$ cat src/rtl/swervolf_rst_pkg.sv
`default_nettype none
// ============================================================================
// Module   : swervolf_rst_pkg
// Brief    : Shared definitions for the SweRVolf reset sequencer: reset cause
//            encodings, sequencer state type and cause selection helper.
// Revision : 1.0 - initial release
// ============================================================================
package swervolf_rst_pkg;

    localparam logic [1:0] RST_CAUSE_POR = 2'd0;
    localparam logic [1:0] RST_CAUSE_BTN = 2'd1;
    localparam logic [1:0] RST_CAUSE_SW  = 2'd2;
    localparam logic [1:0] RST_CAUSE_DBG = 2'd3;

    typedef enum logic {
        ST_HOLD = 1'b0,
        ST_RUN  = 1'b1
    } rst_state_t;

    // Debug wins over the button, the button wins over software.
    function automatic logic [1:0] rst_cause_sel(input logic dbg,
                                                 input logic btn,
                                                 input logic sw);
        logic [1:0] cause;
        cause = RST_CAUSE_SW;
        if (dbg) begin
            cause = RST_CAUSE_DBG;
        end else if (btn) begin
            cause = RST_CAUSE_BTN;
        end else if (sw) begin
            cause = RST_CAUSE_SW;
        end
        return cause;
    endfunction

endpackage
`default_nettype wire

$ cat src/rtl/swervolf_debounce.sv
`default_nettype none
// ============================================================================
// Module   : swervolf_debounce
// Brief    : Two-flop synchroniser followed by a stability counter. The output
//            follows the synchronised input only after CYCLES consecutive
//            samples that differ from the current output.
// Revision : 1.0 - initial release
// ============================================================================
module swervolf_debounce
    import swervolf_rst_pkg::*;
#(
    parameter int   CYCLES    = 250000,
    parameter logic RESET_VAL = 1'b1
) (
    input  logic clk,
    input  logic rstn,
    input  logic din,
    output logic dout
);

    localparam int                CNT_W    = $clog2(CYCLES + 1);
    localparam logic [CNT_W-1:0]  CNT_LAST = CNT_W'(CYCLES - 1);

    logic [1:0]       sync_q;
    logic             level_q;
    logic [CNT_W-1:0] cnt_q;

    // Bring the asynchronous input into the clk domain.
    always_ff @(posedge clk or negedge rstn) begin
        if (!rstn) begin
            sync_q <= {2{RESET_VAL}};
        end else begin
            sync_q <= {sync_q[0], din};
        end
    end

    // Count consecutive differing samples; any agreeing sample restarts the
    // count, so the counter never climbs past CNT_LAST.
    always_ff @(posedge clk or negedge rstn) begin
        if (!rstn) begin
            level_q <= RESET_VAL;
            cnt_q   <= '0;
        end else if (sync_q[1] == level_q) begin
            cnt_q <= '0;
        end else if (cnt_q == CNT_LAST) begin
            level_q <= sync_q[1];
            cnt_q   <= '0;
        end else begin
            cnt_q <= cnt_q + 1'b1;
        end
    end

    assign dout = level_q;

endmodule
`default_nettype wire

$ cat src/rtl/swervolf_rst_seq.sv
`default_nettype none
// ============================================================================
// Module   : swervolf_rst_seq
// Brief    : SweRVolf system reset sequencer. Merges power-on, button,
//            software and debug resets, stretches the result to a minimum
//            width and records the cause and number of resets.
// Revision : 1.0 - initial release
// ============================================================================
module swervolf_rst_seq
    import swervolf_rst_pkg::*;
#(
    parameter int DEBOUNCE_CYCLES = 250000,
    parameter int HOLD_CYCLES     = 16
) (
    input  logic       clk,
    input  logic       rstn,
    input  logic       i_btn_rst_n,
    input  logic       i_sw_rst,
    input  logic       i_dbg_rst,
    output logic       o_rst,
    output logic [1:0] o_rst_cause,
    output logic [7:0] o_rst_count
);

    localparam int               HOLD_W    = $clog2(HOLD_CYCLES + 1);
    localparam logic [HOLD_W-1:0] HOLD_LAST = HOLD_W'(HOLD_CYCLES - 1);

    logic [1:0]        rst_sync_q;
    logic              rst_sync;
    logic              btn_n_db;
    logic              trig;

    rst_state_t        state_q, state_d;
    logic [HOLD_W-1:0] hold_q, hold_d;
    logic              rst_q, rst_d;
    logic [1:0]        cause_q, cause_d;
    logic [7:0]        count_q, count_d;

    // Release of rstn is synchronised; assertion stays asynchronous.
    always_ff @(posedge clk or negedge rstn) begin
        if (!rstn) begin
            rst_sync_q <= 2'b00;
        end else begin
            rst_sync_q <= {rst_sync_q[0], 1'b1};
        end
    end

    assign rst_sync = rst_sync_q[1];

    swervolf_debounce #(
        .CYCLES    (DEBOUNCE_CYCLES),
        .RESET_VAL (1'b1)
    ) u_btn_debounce (
        .clk  (clk),
        .rstn (rstn),
        .din  (i_btn_rst_n),
        .dout (btn_n_db)
    );

    assign trig = ~btn_n_db | i_sw_rst | i_dbg_rst;

    // Sequencer state and registered outputs.
    always_ff @(posedge clk or negedge rstn) begin
        if (!rstn) begin
            state_q <= ST_HOLD;
            hold_q  <= '0;
            rst_q   <= 1'b1;
            cause_q <= RST_CAUSE_POR;
            count_q <= 8'd0;
        end else begin
            state_q <= state_d;
            hold_q  <= hold_d;
            rst_q   <= rst_d;
            cause_q <= cause_d;
            count_q <= count_d;
        end
    end

    // Next-state logic: HOLD stretches the reset until triggers have been
    // quiet for HOLD_CYCLES edges; RUN latches cause and count on a trigger.
    always_comb begin
        state_d = state_q;
        hold_d  = hold_q;
        rst_d   = rst_q;
        cause_d = cause_q;
        count_d = count_q;
        case (state_q)
            ST_HOLD: begin
                rst_d = 1'b1;
                if (!rst_sync || trig) begin
                    hold_d = '0;
                end else if (hold_q == HOLD_LAST) begin
                    state_d = ST_RUN;
                    rst_d   = 1'b0;
                    hold_d  = '0;
                end else begin
                    hold_d = hold_q + 1'b1;
                end
            end
            ST_RUN: begin
                rst_d = 1'b0;
                if (trig) begin
                    state_d = ST_HOLD;
                    rst_d   = 1'b1;
                    hold_d  = '0;
                    cause_d = rst_cause_sel(i_dbg_rst, ~btn_n_db, i_sw_rst);
                    if (count_q != 8'hFF) begin
                        count_d = count_q + 8'd1;
                    end
                end
            end
            default: begin
                state_d = ST_HOLD;
                rst_d   = 1'b1;
                hold_d  = '0;
            end
        endcase
    end

    assign o_rst       = rst_q;
    assign o_rst_cause = cause_q;
    assign o_rst_count = count_q;

endmodule
`default_nettype wire

$ cat config.mk
export PLATFORM = sky130hd
export DESIGN_NAME = swervolf_rst_seq
export DESIGN_NICKNAME = d
export VERILOG_FILES = /design/src/rtl/swervolf_rst_pkg.sv /design/src/rtl/swervolf_debounce.sv /design/src/rtl/swervolf_rst_seq.sv
export SDC_FILE = /design/constraint.sdc
export NUM_CORES = 1
export LEC_CHECK = 0
export ABC_CLOCK_PERIOD_IN_PS = 2900
export CAP_MARGIN = 10
export CORE_MARGIN = 5
export CORE_UTILIZATION = 50
export DETAILED_ROUTE_END_ITERATION = 6
export GPL_ROUTABILITY_DRIVEN = 0
export PLACE_DENSITY = 0.7
export SYNTH_ARGS = -nofsm -noshare
export SYNTH_HDL_FRONTEND = slang
export SYNTH_HIERARCHICAL = 1
export SYNTH_SLANG_ARGS = --single-unit
$ cat constraint.sdc
create_clock -name clk -period 2.9 [get_ports clk]
set_clock_uncertainty 0.05 [all_clocks]
set_input_delay 0.435 -clock clk [delete_from_list [all_inputs] [get_ports clk]]
set_output_delay 0.435 -clock clk [all_outputs]
set_load 0.05 [all_outputs]
==> results.yml, run 1 <==
critical_path:
  critical-path-max-stage-delay_ns: 0.64
  cp-start-kind: "flip-flop"
  timing.critical_path.from: "u_btn_debounce/cnt_q[0]$_DFF_PN0_"
  crit_required_ns: 3.02
  cp_max_fo: 12
  ff2ff_setup_slack_ns: 0.78
  ff2ff_path_depth: 5
  worstReg2RegStart: "u_btn_debounce/cnt_q[0]$_DFF_PN0_"
  slowest_stage: "o41ai_4"
  critPathCaptureType: "flip-flop"
  rr_endpoint: "u_btn_debounce/cnt_q[4]$_DFF_PN0_"
  cp-endpoint: "u_btn_debounce/cnt_q[4]$_DFF_PN0_"
  worstPathCellList: "ha_1 > nand4_1 > o41ai_4 > buf_4 > nor2_1"
  critPathKind: "reg -> reg"
  worstPathArrival_ns: 2.25
global_route:
  grt_pass1_vias: 1449
  grt_max_degree: 41
  grt_antenna_before_repair: 0
  gr-total-overflow: 0
  gr-usage-all-layers_pct: 15.7
  grt_pass1_wl_um: 6510
clock_tree:
  cts_hold_buf: 0
  cts.sinks: 40
  cts_buffers: 5
  clk_path_buf_depth: 2
  cts_tree: "built"
  clk_pin_slew_ns: 0.07
  cts_resized: 0
  cts-htree-levels: 2
  cts_root_buf: "clkbuf_8"
  clock_latency_ns: 0.29
  cts_setup_buffers: 0
yosys:
  syn_area_um2: 1980
  synthArstFlopShare_pct: 100
  syn_nets: 194
  synth.avg_cell_area_um2: 10.6
  synth_top_area_share_pct: 45.5
  yosysTopAreaCell: "dfrtp_1"
  synth_edf_count: 0
  synthTopCellsByArea: "dfrtp_1, dfstp_2, xnor2_1, nor2_1, nand3_1"
  synthDistinctLibCells: 45
  ys_warn_count: 6
  synth_seq_cells: 40
  synth_ff_type: "dfrtp_1"
  yosysSeqAreaShare_pct: 50.8
  postSynthCellCount: 186
status:
  status: "finished, final reports clean"
placement:
  hpwlAfterDp_um: 2680
  place_area_um2: 2150
  io_buffers: 15
power_and_ir_drop:
  power.internal_uw: 770
  sequentialPowerShare_pct: 58.6
  pwr-share-comb_pct: 3.2
  switching_share_pct: 21.0
  clock_power_share_pct: 38.3
  power_density_nw_per_um2: 436
  ir_drop_mv: 0.318
  power.switching_uw: 205
  power.leakage_nw: 0.919
drt:
  drc: 0
  viasPerCell: 5.98
  drt_iter0_drc: 166
  first_pass_iters: 4
  routed_wirelength_um: 3730
  vias: 1508
  ant_nets: 0
  wire_per_inst_um: 14.8
timing:
  min_period_ns: 2.12
  timing.final.max_slew_violations: 0
  finalCritPeriodShare_pct: 73.1
  setup_tns_ns: 0
  clock.fmax_mhz: 471
  slew-limit-headroom_pct: 42.0
  worst_pin_slew_ns: 0.869
  setup_violations: 0
  hold_violations: 0
  rsz0062_at_grt: "no"
flow_run:
  maxCapViolations: 0
min_path:
  hp-class: "in -> async"
floorplanning:
  ioPinCount: 16
  dieArea_um2: 5320
  die_height_um: 72.9
  start_util_pct: 52.9
  fp.dieW_um: 72.9
  row_count: 22
  core-area_um2: 3740
layout:
  layout-drive-gt1-share_pct: 12.7
  syn_to_final_growth_pct: 13.0
  finalNetCount: 211
  final_cell_area_um2: 2240
  antenna_cells: 0
cell usage in the layout, fill, tap and decap left out, types with 3 or more instances in the layout:
cell,n
dfrtp_1,36
nor2_1,21
nand2_1,14
clkdlybuf4s50_1,14
nand3_1,12
xnor2_1,12
nand4_1,9
a21oi_1,7
nor4_1,7
clkbuf_8,6
xor2_1,5
mux2_2,4
o21ai_0,4
dfstp_2,4
and4_1,3
inv_1,3
ha_1,3
routing by layer:
| metal | vias up | track usage (%) | wire, um |
|---|---|---|---|
| li1 | 709 | - | - |
| met1 | 766 | 20.7 | 1740 |
| met2 | 27 | 23.9 | 1780 |
| met3 | 6 | 5.10 | 166 |
| met4 | 0 | 5.94 | 38 |
| met5 | - | 0 | 0 |
flip-flops by register name, summed over array words and instances, names as in the netlist:
signal and flops:
hold_q 5, o_rst 1, o_rst_cause 2, o_rst_count 8, rst_sync_q 2, state_q 1, u_btn_debounce/cnt_q 18, u_btn_debounce/dout 1
u_btn_debounce/sync_q 2
cell usage after synthesis (2+ instances only):
master	instances
dfrtp_1	36
nor2_1	21
nand2_1	14
nand3_1	12
xnor2_1	12
nand4_1	9
a21oi_1	7
nor4_1	7
xor2_1	5
dfstp_2	4
mux2_2	4
o21ai_0	4
and4_1	3
buf_6	3
ha_1	3
inv_1	3
a31oi_1	2
a41oi_1	2
and3_1	2
clkbuf_1	2
nand2b_1	2
nand4b_1	2
nor2b_1	2
nor3_1	2
nor3b_1	2
o211ai_2	2
critical path: cells and delay by family (launching register included):
kind / cells / cell delay [ns]
DFF: 1 / 0.40
buffers and inverters: 1 / 0.28
adders and majority gates: 1 / 0.23
and+or+nand+nor: 2 / 0.41
AOI/OAI and AO/OA: 1 / 0.64
stage by stage:
stage / utilization, % / setup slack, ns / instances / hold slack (ns) / power (mW)
6_report: 59.8 / 0.779 / 252 / 0.195 / 0.975
5_1_grt: 59.8 / 0.650 / 252 / 0.291 / 1.03
3_5_place_dp: 57.4 / 0.674 / 244 / 0.292 / 0.614
4_1_cts: 59.8 / 0.757 / 252 / 0.245 / 0.987
3_3_place_gp: 57.4 / 0.711 / 244 / 0.282 / 0.612
2_1_floorplan: - / 1.04 / 186 / 0.0894 / 0.594
area by class of cell:
type | instances | area, um2
Fill cell | 337 | 1510
Sequential cell | 40 | 1010
Multi-Input combinational cell | 137 | 917
Timing Repair Buffer | 16 | 153
Clock buffer | 8 | 90.1
Tap cell | 48 | 60.1
Inverter | 3 | 11.3
worst min path at each step:
stage | slack [ns] | to | from | depth (start not counted)
2_1_floorplan | 0.09 | hold_q[0]$_DFFE_PN0P_ | rstn | 0
3_3_place_gp | 0.28 | rst_sync_q[1]$_DFF_PN0_ | rst_sync_q[0]$_DFF_PN0_ | 0
3_5_place_dp | 0.29 | rst_sync_q[1]$_DFF_PN0_ | rst_sync_q[0]$_DFF_PN0_ | 0
4_1_cts | 0.24 | u_btn_debounce/cnt_q[11]$_DFF_PN0_ | rstn | 1
5_1_grt | 0.29 | u_btn_debounce/cnt_q[11]$_DFF_PN0_ | rstn | 1
6_report | 0.19 | u_btn_debounce/cnt_q[11]$_DFF_PN0_ | rstn | 1
cells by family after synthesis:
family                     share of synthesized area, %
AOI/OAI and AO/OA                                  9.16
buffers and inverters                              2.91
muxes                                              2.84
DFF                                                50.8
adders and majority gates                          1.90
xor gates and xnor gates                           7.52
and+or+nand+nor                                    24.7
other                                             0.189
power groups by stage:
| stage | combinational (mW) | sequential [mW] | clock [mW] |
|---|---|---|---|
| 2_1_floorplan | 0.0139 | 0.580 | 0 |
| 3_3_place_gp | 0.0312 | 0.581 | 0 |
| 3_5_place_dp | 0.0325 | 0.582 | 0 |
| 4_1_cts | 0.0324 | 0.571 | 0.384 |
| 5_1_grt | 0.0368 | 0.572 | 0.417 |
| 6_report | 0.0308 | 0.571 | 0.373 |
Power figures use the tool's default switching activity.
==> run 2: changes to the inputs <==
--- a/config.mk
+++ b/config.mk
@@ -5,7 +5,7 @@
 export SDC_FILE = /design/constraint.sdc
 export NUM_CORES = 1
 export LEC_CHECK = 0
-export ABC_CLOCK_PERIOD_IN_PS = 2900
+export ABC_CLOCK_PERIOD_IN_PS = 2000
 export CAP_MARGIN = 10
 export CORE_MARGIN = 5
 export CORE_UTILIZATION = 50
==> constraint.sdc (replaced) <==
create_clock -name clk -period 2 [get_ports clk]
set_clock_uncertainty 0.05 [all_clocks]
set_input_delay 0.3 -clock clk [delete_from_list [all_inputs] [get_ports clk]]
set_output_delay 0.3 -clock clk [all_outputs]
set_load 0.05 [all_outputs]
==> run 2 against run 1 <==
- global-route usage hardly changed
- hold slack better by 0.11 ns
- critical path depth is 4 lower
- register-to-register slack worse by 0.60 ns
- clock power is 44% higher
- via count is 1.9% lower
- critical path type is now reg -> out
- largest power group unchanged
==> results.yml, run 2 (synthesized netlist as in run 1, its figures left out) <==
status:
  status: "finished, final reports clean"
drt:
  first_pass_iters: 4
  drc: 0
  ant_nets: 0
  vias: 1480
  viasPerCell: 5.65
  wire_per_inst_um: 13.8
  routed_wirelength_um: 3630
  drt_iter0_drc: 135
floorplanning:
  die_height_um: 72.9
  fp.dieW_um: 72.9
  start_util_pct: 52.9
  core-area_um2: 3740
  dieArea_um2: 5320
  ioPinCount: 16
  row_count: 22
global_route:
  gr-total-overflow: 0
  grt_antenna_before_repair: 0
  grt_max_degree: 41
  gr-usage-all-layers_pct: 15.7
  grt_pass1_wl_um: 6460
  grt_pass1_vias: 1434
clock_tree:
  clk_path_buf_depth: 2
  cts_buffers: 5
  cts_setup_buffers: 0
  cts-htree-levels: 2
  clock_latency_ns: 0.29
  cts_root_buf: "clkbuf_8"
  cts_tree: "built"
  clk_pin_slew_ns: 0.07
  cts.sinks: 40
power_and_ir_drop:
  power_density_nw_per_um2: 609
  finalPower_mw: 1.42
  power.leakage_nw: 0.987
  ir_drop_mv: 0.412
min_path:
  hold_depth: 0
  hp-class: "reg -> reg"
timing:
  timing.final.max_slew_violations: 0
  worst_pin_slew_ns: 0.514
  min_period_ns: 1.94
  finalCritPeriodShare_pct: 97.2
  clock.fmax_mhz: 514
  slew-limit-headroom_pct: 65.6
  hold_violations: 0
  setup_violations: 0
  rsz0062_at_grt: "no"
  setup_tns_ns: 0
critical_path:
  cp-start-kind: "flip-flop"
  crit_required_ns: 1.65
  critPathKind: "reg -> out"
  critPathCaptureType: "output port"
  critPathBufInv: 1
  worstPathArrival_ns: 1.59
  path_depth: 1
  slowest_stage: "clkdlybuf4s50_1"
  ff2ff_path_depth: 6
  path_delay_family: "buffers and inverters"
  worstPathCellList: "clkdlybuf4s50_1"
  critical-path-max-stage-delay_ns: 0.84
  cp_max_fo: 7
layout:
  largest_reg_flops: 18
  finalNetCount: 221
  antenna_cells: 0
  utilization_pct: 62.2
  final_common_cell: "dfrtp_1"
  stdcell_count: 262
  layout_common_cells: "dfrtp_1, nor2_1, nand2_1"
  syn_to_final_growth_pct: 17.5
  largest_register: "u_btn_debounce/cnt_q"
  layout-drive-gt1-share_pct: 16.8
flow_run:
  maxCapViolations: 0
placement:
  hpwlAfterDp_um: 2620
  io_buffers: 15
  placed_cells: 253
run 2: worst paths after layout:
| path | start | end | slack [ns] |
|---|---|---|---|
| min in group asynchronous | rstn | u_btn_debounce/cnt_q[10]$_DFF_PN0_ | 0.45 |
| max in group asynchronous | rstn | u_btn_debounce/sync_q[0]$_DFF_PN1_ | 1.18 |
| worst max register to register | u_btn_debounce/cnt_q[0]$_DFF_PN0_ | u_btn_debounce/cnt_q[16]$_DFF_PN0_ | 0.18 |
| worst min register to register | rst_sync_q[0]$_DFF_PN0_ | rst_sync_q[1]$_DFF_PN0_ | 0.30 |
| worst max-delay path | o_rst_count[6]$_DFFE_PN0P_ | o_rst_count[6] | 0.06 |
| worst min-delay path | rst_sync_q[0]$_DFF_PN0_ | rst_sync_q[1]$_DFF_PN0_ | 0.30 |
run 2: power breakdown:
part	switching (mW)	total [mW]	internal (mW)
registers	0.00929	0.829	0.819
clock network	0.255	0.536	0.281
logic	0.0302	0.0516	0.0215
total	0.294	1.42	1.12
run 2: cell type report:
cell class	instances	area [um2]
multi-input combinational	137	917
fill	318	1420
clock buffer	8	90.1
inverter	3	11.3
tap	48	60.1
timing repair buffer	26	243
sequential	40	1010
run 2: through the flow:
step | cell area, um2 | setup WS, ns | hold slack (ns)
final | 2330 | 0.0559 | 0.300
after global routing | 2330 | 0.00203 | 0.306
after CTS | 2320 | 0.0420 | 0.301
after detailed placement | 2220 | 0.0361 | 0.235
after global placement | 2220 | 0.0779 | 0.234
after floorplan | 1980 | 0.138 | -0.0456
run 2: timing repair:
| action | 4_1_cts | 5_1_grt |
|---|---|---|
| resized for setup | 0 | 1 |
| setup endpoints to repair | 0 | 1 |
| hold buffers | 1 | 0 |
| endpoints found under the hold margin | 36 | 0 |
run 2: routing by layer:
layer,global-route usage [%],up-vias,routed length (um)
met5,0,-,0
met4,6.76,0,59
met3,4.13,7,230
met2,25.2,44,1620
met1,19.9,702,1710
li1,-,727,-
